File: config.mk
export PLATFORM = sky130hd
export DESIGN_NAME = spi_ad_slave
export DESIGN_NICKNAME = d
export VERILOG_FILES = /design/src/rtl/spi_ad_slave.sv
export SDC_FILE = /design/constraint.sdc
export NUM_CORES = 1
export LEC_CHECK = 0
export CORE_MARGIN = 2
export CORE_UTILIZATION = 55
export DETAILED_ROUTE_END_ITERATION = 10
export DONT_BUFFER_PORTS = 1
export PLACE_DENSITY_LB_ADDON = 0.3
export SLEW_MARGIN = 30
export SYNTH_ARGS = -nofsm -noshare
export SYNTH_HDL_FRONTEND = slang
export SYNTH_SLANG_ARGS = --single-unit
File: constraint.sdc
create_clock -name clk -period 11.3 [get_ports clk]
set_input_delay 3.39 -clock clk [delete_from_list [all_inputs] [get_ports clk]]
set_output_delay 3.39 -clock clk [all_outputs]
set_load 0.02 [all_outputs]
File: src/rtl/spi_ad_slave.sv
`timescale 1ns/1ps
// spi_ad_slave: 3-wire SPI responder shadowing the ADC configuration register file.
// Oversampled by clk; 24-bit frames (16-bit command + 8 data bits, MSB first).
module spi_ad_slave #(
  parameter int DEPTH = 32
) (
  input  logic        clk,
  input  logic        rst_n,
  input  logic        spi_clk,
  input  logic        spi_cs,
  input  logic        spi_data_in,
  output logic        spi_data_out,
  output logic        spi_data_oe,
  output logic        wr_strobe,
  output logic [12:0] wr_addr,
  output logic [7:0]  wr_data,
  input  logic [12:0] loc_addr,
  output logic [7:0]  loc_q,
  output logic        busy,
  output logic        frame_err,
  input  logic        err_clr
);
  localparam int          AW      = (DEPTH > 1) ? $clog2(DEPTH) : 1;
  localparam int unsigned DEPTH_U = DEPTH;

  typedef enum logic [2:0] {IDLE, CMD, WR, RD, DONE} state_t;

  state_t      state;
  logic [1:0]  sclk_sync;
  logic [1:0]  cs_sync;
  logic [1:0]  din_sync;
  logic        sclk_q;
  logic        armed;
  logic [4:0]  cnt;
  logic [15:0] cmd;
  logic [6:0]  wr_sh;
  logic [7:0]  rd_sh;
  logic [7:0]  mem [DEPTH];

  logic        cs_hi;
  logic        din;
  logic        rise;
  logic        fall;
  logic [15:0] cmd_next;
  logic [7:0]  wr_byte;
  logic        rd_ok;
  logic        wr_ok;
  logic        last_rise;
  logic        abort;
  logic        err_set;
  logic        wr_we;

  assign cs_hi     = cs_sync[1];
  assign din       = din_sync[1];
  assign rise      = sclk_sync[1] & ~sclk_q;
  assign fall      = ~sclk_sync[1] & sclk_q;
  assign cmd_next  = {cmd[14:0], din};
  assign wr_byte   = {wr_sh, din};
  // rd_ok looks at the command as it will be after the 16th bit lands.
  assign rd_ok     = (32'(cmd_next[12:0]) < DEPTH_U) && (cmd_next[14:13] == 2'b00);
  assign wr_ok     = (32'(cmd[12:0]) < DEPTH_U) && (cmd[14:13] == 2'b00);
  assign last_rise = rise && !cs_hi && (cnt == 5'd23) && ((state == WR) || (state == RD));
  assign abort     = cs_hi && (state != IDLE) && (cnt != 5'd0) && (cnt < 5'd24);
  assign err_set   = abort || (last_rise && (cmd[14:13] != 2'b00));
  assign wr_we     = last_rise && (state == WR) && wr_ok;
  assign loc_q     = (32'(loc_addr) < DEPTH_U) ? mem[loc_addr[AW-1:0]] : 8'h00;

  // NOTE: every flop uses non-blocking (<=) so all registers see pre-edge values.
  always_ff @(posedge clk or negedge rst_n) begin
    if (!rst_n) begin
      // CS sync resets low: a CS already low at release must not look like an idle high.
      sclk_sync <= 2'b00;
      cs_sync   <= 2'b00;
      din_sync  <= 2'b00;
      sclk_q    <= 1'b0;
    end else begin
      sclk_sync <= {sclk_sync[0], spi_clk};
      cs_sync   <= {cs_sync[0], spi_cs};
      din_sync  <= {din_sync[0], spi_data_in};
      sclk_q    <= sclk_sync[1];
    end
  end

  // NOTE: the register file is reset entry by entry because its post-reset
  // contents are visible on loc_q; that keeps it in flops rather than a RAM macro.
  always_ff @(posedge clk or negedge rst_n) begin
    if (!rst_n) begin
      for (int i = 0; i < DEPTH; i++) mem[i] <= 8'h00;
    end else if (wr_we) begin
      mem[cmd[AW-1:0]] <= wr_byte;
    end
  end

  always_ff @(posedge clk or negedge rst_n) begin
    if (!rst_n) begin
      state        <= IDLE;
      armed        <= 1'b0;
      cnt          <= 5'd0;
      cmd          <= 16'h0000;
      wr_sh        <= 7'h00;
      rd_sh        <= 8'h00;
      spi_data_out <= 1'b0;
      spi_data_oe  <= 1'b0;
      wr_strobe    <= 1'b0;
      wr_addr      <= 13'h0000;
      wr_data      <= 8'h00;
      busy         <= 1'b0;
      frame_err    <= 1'b0;
    end else begin
      wr_strobe <= 1'b0;

      if (err_clr)      frame_err <= 1'b0;
      else if (err_set) frame_err <= 1'b1;

      if (cs_hi) begin
        // A seen-high CS arms the next frame; after reset this needs a real high.
        armed <= 1'b1;
        if (state != IDLE) begin
          state        <= IDLE;
          spi_data_oe  <= 1'b0;
          spi_data_out <= 1'b0;
          busy         <= 1'b0;
          cmd          <= 16'h0000;
          wr_sh        <= 7'h00;
          rd_sh        <= 8'h00;
        end
      end else begin
        unique case (state)
          IDLE: begin
            if (armed) begin
              state <= CMD;
              armed <= 1'b0;
              cnt   <= 5'd0;
            end
          end
          CMD: begin
            if (rise) begin
              cmd  <= cmd_next;
              cnt  <= cnt + 5'd1;
              busy <= 1'b1;
              if (cnt == 5'd15) begin
                if (cmd_next[15]) begin
                  state <= RD;
                  rd_sh <= rd_ok ? mem[cmd_next[AW-1:0]] : 8'h00;
                end else begin
                  state <= WR;
                end
              end
            end
          end
          WR: begin
            if (rise) begin
              wr_sh <= wr_byte[6:0];
              cnt   <= cnt + 5'd1;
              if (cnt == 5'd23) begin
                wr_strobe <= 1'b1;
                wr_addr   <= cmd[12:0];
                wr_data   <= wr_byte;
                state     <= DONE;
              end
            end
          end
          RD: begin
            if (fall) begin
              spi_data_oe  <= 1'b1;
              spi_data_out <= rd_sh[7];
              rd_sh        <= {rd_sh[6:0], 1'b0};
            end
            if (rise) begin
              cnt <= cnt + 5'd1;
              if (cnt == 5'd23) state <= DONE;
            end
          end
          DONE: begin
          end
          default: state <= IDLE;
        endcase
      end
    end
  end

endmodule
# --- After elaboration in Yosys (flattened, before gate mapping) ---
# Cells that the tools add are included.
totals:
  out_inout_bits: 34
  register_bits: 328
classes:
  reduce_logical: 39
  addsub: 1
  n_eq_ne: 17
  order_cmp: 8
  n_bitwise: 8
  n_mux: 56
op_table:
  columns: ["op", "count"]
  rows:
  - ["256-bit bitwise mux", 1]
  - ["8-bit 2-to-1 mux", 13]
  - ["8-bit binary-select mux with 5-bit select", 2]
  - ["15-bit 2-to-1 mux", 4]
  - ["8-bit demux with 5-bit select", 1]
  - ["13-bit by 6-bit less-than comparator with 1-bit output, second input constant", 3]
  - ["7-bit 2-to-1 mux", 4]
  - ["3-bit 2-to-1 mux", 7]
  - ["1-bit 2-to-1 mux", 19]
  - ["6-bit >= comparator, second input constant", 3]
  - ["5-bit inverter with 6-bit output", 3]
  - ["2-bit nonzero test", 9]
  - ["8-bit case mux with 2 select lines", 1]
  - ["3-bit inequality test, second input constant", 5]
  - ["1-bit logical AND", 12]
  - ["3-bit case mux with 4 select lines", 1]
  - ["5-bit 2-to-1 mux", 2]
  - ["5-bit case mux with 2 select lines", 1]
  - ["3-bit AND reduction", 3]
  - ["4-bit AND reduction", 2]
  - ["7-bit AND reduction", 1]
  - ["3-bit by 2-bit equality test with 1-bit output, second input constant", 2]
  - ["6-bit by 1-bit less-than comparator with 1-bit output, second input constant", 1]
  - ["3-bit by 1-bit inequality test with 1-bit output, second input constant", 2]
  - ["19 further kinds", 27]

# --- Longest topological paths before layout ---
# Gate-level depths: netlist of run 1.
logic_depth:
  word_depth: 10
  depth_mapped: 9
  mapped_depth_nobuf: 7

# --- Worst setup path before layout of run 1 ---
# Ideal clock, no wire load.
synth_timing:
  path_type: "input -> output"
  startpoint: "in loc_addr[0]"
  endpoint: "out loc_q[0]"
  t_required_ns: 7.910
  arrival_ns: 5.369
  cell_stages: 6
  setup_slack_ns: 2.541
  n_path_buf: 2
  path_cell_list: "buf_2 -> buf_1 -> mux4_2 -> mux4_2 -> inv_1 -> o22ai_1"
synth_between:
  elab_chain_cells: 5
synth_lines:
  columns: ["element", "line", "rtl"]
  rows:
  - ["start, declared", "17", "input logic [12:0] loc_addr,"]
  - ["5-bit inverter with 6-bit output (not written as such)", "66", "assign loc_q = (32'(loc_addr) < DEPTH_U) ? mem[loc_addr[AW-1:0]] : 8'h00;"]
  - ["8-bit binary-select mux with 5-bit select", "66", null]
  - ["8-bit 2-to-1 mux (not written as such) (2 in series)", "66", null]
  - ["8-bit 2-to-1 mux (*)", "66", null]
  - ["end, declared", "18", "output logic [7:0] loc_q,"]
# Mark *: on every way between the ends. The rest lies on a longest branch, timed or not. The select of a mux whose other input is x is not followed.

# --- Final worst setup path of run 1 ---
# Ends and elaborated chain as after synthesis.

==> impl_results.md, run 1 <==
- Synth area leaders: dfrtp_1 (49%), mux2_2 (18%), mux4_2 (16%)
- Worst setup margin: ~3.1 ns
- Final hold violation count: 0
- 1st-iter DRT viols: a little over 900
- Period utilisation layout: about 73%
- Number of flops mapped to enable cells by yosys: 0
- Seq/Total Area, Yosys: a little under 50%
- Status: finished, final reports clean
- Peak VDD IR: around 130 uV
- Worst path required time: 7.91 ns
- Synth Area in XOR/XNOR: 0%
- Kind of critical path: in2out
- Worst-Margin Slew: between 1 and 1.5 ns
- Clock sink count: around 330
- Placer Congestion: 0.799
- Vias: between 10000 and 15000
- Post-synthesis mux area share: a little over a third
- Post-Synth Simple-Gate Area: approximately 6.3%
- YS warnings: 0
- Maximum clock path buffer count: 3
- Io pins: 53
- Worst-Skew Late Latency: between 0.5 and 0.6 ns
- Yosys top cell area share: about half
- Sw Share: 21.2%
- Most frequent cells in the layout: dfrtp_1 (319), mux2_2 (276), mux4_2 (122), nand2_1 (84), clkbuf_16 (37)
- CP Max Fanout: between 60 and 70
- CTS tree: done
- Fraction of registers with async set/reset: between 90% and 100%
- Hold buffers post-CTS: 0
- Global-route wire length before repair: roughly 66000 um
- ANT cells: 0
- Initial cell density of the core: 55.4%
- Most common cell after layout, fill and taps aside: dfrtp_1
- RSZ-0062 raised after global routing: no
- Post-Synth Adder-Cell Area: 0.223%
- Place WS: between 3 and 4 ns
- Drt via density: approximately 6.7
- Root Driver: clkbuf_16
- Cell taking the most area after synthesis: dfrtp_1
- Die ar.: around 32000 sq um
- Post-DRT Antenna Nets: 0
- Final net count: ~1200
- CTS buffer count: 37
- Combinational share of power: 2.8%
- Vias in the first global route: between 10000 and 15000
- Int Pwr: roughly 2 mW
- WL/cell: about 27 um
- Skew final: ~0.019 ns
- Avg Cell Area, Syn: ~14 sq um
- Final Instance Area: 18300 sq um
- Hold Path Class: reg2reg
- Synth Register Bits: approximately 330
- Slew margin rel.: between 10% and 20%
- Total track usage: 27.7%
- DRT Pass-1 Iters: 5
- PwrDens: approximately 140 nW/um^2
- Post-CTS Setup Inserts: 0
- Endpoints failing setup: 0
- Detailed Place HPWL: about 26000 um
- Layout cells sized above 1: 42.3%
- Post-DP Area: 17000 sq um
- Largest family of logic cells by synthesized area: multiplexers
- Tot Pwr: 2.55 mW
- Die Width: between 150 and 200 um
- Arrival time at the worst endpoint: 4.84 ns
- Max Freq: between 0.1 and 0.15 GHz
- Initial antenna violation count: 0
- Clock slew at reported path FFs: around 0.050 ns
- Synth Cell Area: 16800 sq um
- Total core area: roughly 30000 sq um
- Die Ht: ~180 um
- Syn nets: between 1000 and 1500
- CP Capture Type: output port
- H-tree levels: 2
- DRC Markers: 0
- Detailed Route WL: between 40000 and 50000 um
- Synth Area in Compound Gates: about 5.7%
- Mapped Cells: 1198
- Max Cap Viol: 0
- Critical path launch point type: primary input
- Final setup TNS: 0 ns
- Top_reg_cell synth: dfrtp_1
- Sw Pwr: ~0.54 mW
- P&R area growth vs syn: 8.94%
- Total global routing overflow: 0
- Core Rows: 64
- Fin. max-slew vios: 0
- Lkg Pwr: between 8 and 9 nW
- Distinct cells, synth: 52
- Register share of total power: a little under half
- Largest net degree at the start of global routing: between 300 and 400
- Cells resized by post-CTS repair: 0
- Min Tclk post-route: between 8 and 9 ns
- PortBufs: 0
- Clk network pwr share: between 50 and 60%
==> power groups by stage <==
stage	Clock, mW	Combinational (mW)	Sequential [mW]
floorplan	0	0.0779	1.21
global placement	0	0.0716	1.22
detailed placement	0	0.0728	1.22
CTS	1.29	0.0730	1.20
global route	1.34	0.0794	1.20
finish	1.28	0.0726	1.20
==> per-stage QoR <==
stage	hold slack, ns	utilization (%)	cells
final	0.353	60.4	1572
after CTS	0.351	60.4	1572
after detailed placement	0.337	56.1	1507
after global routing	0.366	60.4	1572
after floorplan	0.331	-	1198
after global placement	0.336	56.1	1507
==> path summary, 6_finish.rpt <==
kind / from / to / slack, ns / cells past startpoint
worst max-delay path: loc_addr[0] / loc_q[0] / 3.07 / 4
max in group asynchronous: rst_n / mem[8] / 7.68 / 0
worst min register to register: din_sync[0] / din_sync[1] / 0.35 / 0
worst min-delay path: din_sync[0] / din_sync[1] / 0.35 / 0
min in group asynchronous: rst_n / wr_strobe / 2.58 / 0
worst max register to register: cmd[0] / mem[144] / 7.40 / 5
==> layout make-up <==
cell class / count / area (sq um)
Fill cell: 2298 / 12000
Sequential cell: 328 / 8220
Multi-Input combinational cell: 750 / 8150
Clock buffer: 46 / 1000
Tap cell: 396 / 495
Clock inverter: 19 / 288
Inverter: 23 / 86.3
Timing Repair Buffer: 10 / 75.1
==> kinds of logic (layout without fill, tap and decap cells) <==
| group | count (synthesis) | count (layout) |
|---|---|---|
| multiplexers | 421 | 421 |
| buffers and inverters | 120 | 98 |
| adder cells (fa/ha/maj) | 3 | 3 |
| AO/OA/AOI/OAI | 129 | 129 |
| flip-flops | 328 | 328 |
| AND/OR/NAND/NOR | 197 | 197 |
==> flip-flops by register name, indices dropped and copies added (netlist names) <==
register / count
spi_data_oe: 1
cmd: 15
wr_data: 8
wr_strobe: 1
din_sync: 2
cnt: 5
cs_sync: 2
sclk_sync: 2
wr_sh: 7
mem: 256
state: 3
spi_data_out: 1
armed: 1
wr_addr: 13
frame_err: 1
rd_sh: 8
busy: 1
sclk_q: 1
==> worst max-delay path, cell delays in order <==
cell and delay, ns:
mux4_2 0.50, mux4_2 0.47, inv_1 0.23, o22ai_1 0.23
==> routing by layer <==
metal | vias to the layer above | global-route usage [%] | wire length [um]
li1 | 4468 | - | -
met1 | 5599 | 37.8 | 17700
met2 | 345 | 44.8 | 20900
met3 | 103 | 4.43 | 2440
met4 | 0 | 11.4 | 1730
met5 | - | 0 | 0
==> cells in the mapped netlist, types with 4 or more instances <==
| library cell | instances |
|---|---|
| mux2_2 | 276 |
| nor3_1 | 14 |
| nor2_4 | 9 |
| buf_1 | 14 |
| a22oi_1 | 14 |
| a221oi_1 | 7 |
| nand3_1 | 18 |
| o21ai_0 | 15 |
| nand2b_1 | 12 |
| o22ai_1 | 9 |
| nor4_1 | 6 |
| o22a_1 | 7 |
| a22o_1 | 23 |
| a21o_1 | 11 |
| clkbuf_1 | 67 |
| a31oi_1 | 8 |
| mux4_2 | 122 |
| nand2_1 | 84 |
| inv_1 | 22 |
| buf_2 | 16 |
| nor2_1 | 15 |
| o221ai_1 | 7 |
| o31ai_1 | 7 |
| o21a_1 | 7 |
| nor2b_1 | 8 |
| dfrtp_1 | 328 |
| mux2i_1 | 21 |
| or4_1 | 4 |
| a21oi_1 | 6 |
Note: power is estimated with default switching activity, not from simulation.
==> run 2, diff against run 1 <==
==> constraint.sdc (replaced) <==
create_clock -name clk -period 6.9 [get_ports clk]
set_input_delay 2.07 -clock clk [delete_from_list [all_inputs] [get_ports clk]]
set_output_delay 2.07 -clock clk [all_outputs]
set_load 0.02 [all_outputs]
==> run 2 against run 1 <==
Combinational power up 64%. Clock power up 62%. Design area down 0.12%. Non-clock buffer count unchanged. Sequential power up 64%. First-iteration DRC count down 8.3%. Worst hold slack about the same. Clock skew down 0.0022 ns. Count of clock-buffer cells in the layout up 4.
==> impl_results.md, run 2 (same netlist as run 1, synthesis figures left out) <==
- Status: finished, final reports clean
- PwrDens: roughly 230 nW/um^2
- Total core area: around 30000 sq um
- Period utilisation layout: 81.2%
- CP Max Fanout: 64
- P&R area growth vs syn: 8.81%
- Total track usage: roughly 28%
- Sw Share: a little over a fifth
- 1st-iter DRT viols: between 800 and 900
- H-tree levels: 2
- Kind of critical path: in2out
- RSZ-0062 raised after global routing: no
- Max Freq: about 0.18 GHz
- CTS tree: done
- Critical Path Max Stage Delay: 0.50 ns
- Sw Pwr: 0.874 mW
- Die ar.: between 30000 and 40000 sq um
- Crit path launch: loc_addr[0]
- Skew final: roughly 0.017 ns
- Worst path depth: 4
- Post-DRT Antenna Nets: 0
- Critical Path End: loc_q[7]
- Worst setup margin: 1.30 ns
- Max FFs per register: between 200 and 300
- Register name with the most flops: mem
- Register share of total power: roughly 47%
- Final hold violation count: 0
- Most frequent cells in the layout: dfrtp_1 (319), mux2_2 (276), mux4_2 (122), nand2_1 (84), clkbuf_16 (37)
- Final net count: between 1000 and 1500
- Io pins: 53
- Maximum clock path buffer count: 3
- Lkg Pwr: 8.25 nW
- PortBufs: 0
- Reg2Reg Launch Point: cmd[0]
- ANT cells: 0
- Worst path required time: around 4.8 ns
- Core Rows: 64
- Int Pwr: ~3.3 mW
- Cells resized by post-CTS repair: 0
- Layout cells sized above 1: 42.2%
- Total global routing overflow: 0
- Slew margin rel.: around 45%
- Global-route wire length before repair: approximately 66000 um
- CP cell instances: mux4_2 -> mux4_2 -> inv_1 -> o22ai_1
- Peak VDD IR: between 150 and 200 uV
- Critical path launch point type: primary input
- Worst reg2reg endpoint: mem[151]
- Family with the most delay on the worst path: multiplexers
- Worst-Skew Late Latency: between 0.5 and 0.6 ns
- CP Capture Type: output port
- Critical Path Most Common Cell: mux4_2
- Initial antenna violation count: 0
- Hold Path Class: reg2reg
- Detailed Place HPWL: ~26000 um
- Most common cell after layout, fill and taps aside: dfrtp_1
- Clock slew at reported path FFs: around 0.060 ns
- Place WS: 1.37 ns
- R2R setup slack: 2.92 ns
- Endpoints failing setup: 0
- Post-CTS Setup Inserts: 0
- Largest net degree at the start of global routing: 329
- Highest-delay cell along the critical path: mux4_2
- CP Buf/Inv Count: 1
- Detailed Route WL: 43100 um
- Fin. max-slew vios: 0
- Drt via density: about 6.7
- DRC Markers: 0
- Root Driver: clkbuf_16
- Die Ht: approximately 180 um
- Placer Congestion: approximately 0.8
- Final setup TNS: 0 ns
- Clock sink count: between 300 and 400
- Top Registers: mem (256), cmd (15), wr_addr (13)
- WL/cell: 27.4 um
- Arrival time at the worst endpoint: about 3.5 ns
- Initial cell density of the core: a little under three fifths
- Min Tclk post-route: 5.60 ns
- Hold Slack: ~0.35 ns
- CTS buffer count: 36
- Post-DP Area: between 15000 and 20000 sq um
- Combinational share of power: 2.9%
- Worst Reg-to-Reg Cells: 5
- Worst-Margin Slew: between 0.8 and 0.9 ns
- Die Width: 179 um
- Vias: about 11000
- Vias in the first global route: about 11000
- Final Instance Area: between 15000 and 20000 sq um
- Max Cap Viol: 0
- DRT Pass-1 Iters: 5
- Clk network pwr share: between 40% and 50%
- Hold buffers post-CTS: 0
==> run 2: final cells by class <==
class                      count  area (sq um)
inverter                      23          86.3
clock buffer                  50          1040
sequential                   328          8220
tap                          396           495
fill                        2332         12000
clock inverter                13           220
multi-input combinational    750          8150
timing repair buffer          10          75.1
==> run 2: metrics by stage <==
step / std cells / power, mW / utilization, %
after floorplan: 1198 / 2.11 / -
after detailed placement: 1507 / 2.12 / 56.1
final: 1570 / 4.15 / 60.3
after global routing: 1570 / 4.28 / 60.3
after global placement: 1507 / 2.12 / 56.1
after CTS: 1570 / 4.17 / 60.3
==> run 2: worst min-delay path by stage <==
stage / start / end / depth (start not counted)
after floorplan: cs_sync[0] / cs_sync[1] / 0
after global placement: din_sync[0] / din_sync[1] / 0
after detailed placement: cs_sync[0] / cs_sync[1] / 0
after CTS: cs_sync[0] / cs_sync[1] / 0
after global routing: cs_sync[0] / cs_sync[1] / 0
final: cs_sync[0] / cs_sync[1] / 0
==> run 2: power by group through the flow <==
| stage | sequential [mW] | clock [mW] | combinational [mW] |
|---|---|---|---|
| after global placement | 2.00 | 0 | 0.117 |
| after CTS | 1.97 | 2.09 | 0.120 |
| final | 1.97 | 2.07 | 0.119 |
| after floorplan | 1.99 | 0 | 0.128 |
| after global routing | 1.97 | 2.18 | 0.131 |
| after detailed placement | 2.00 | 0 | 0.119 |
==> run 2: routing by layer <==
layer | vias to the layer above | GRT usage (%) | share of wire [%]
li1 | 4473 | - | -
met3 | 78 | 3.75 | 5.4
met5 | - | 0 | 0
met4 | 0 | 8.47 | 2.6
met2 | 346 | 46.2 | 50
met1 | 5614 | 39.1 | 42
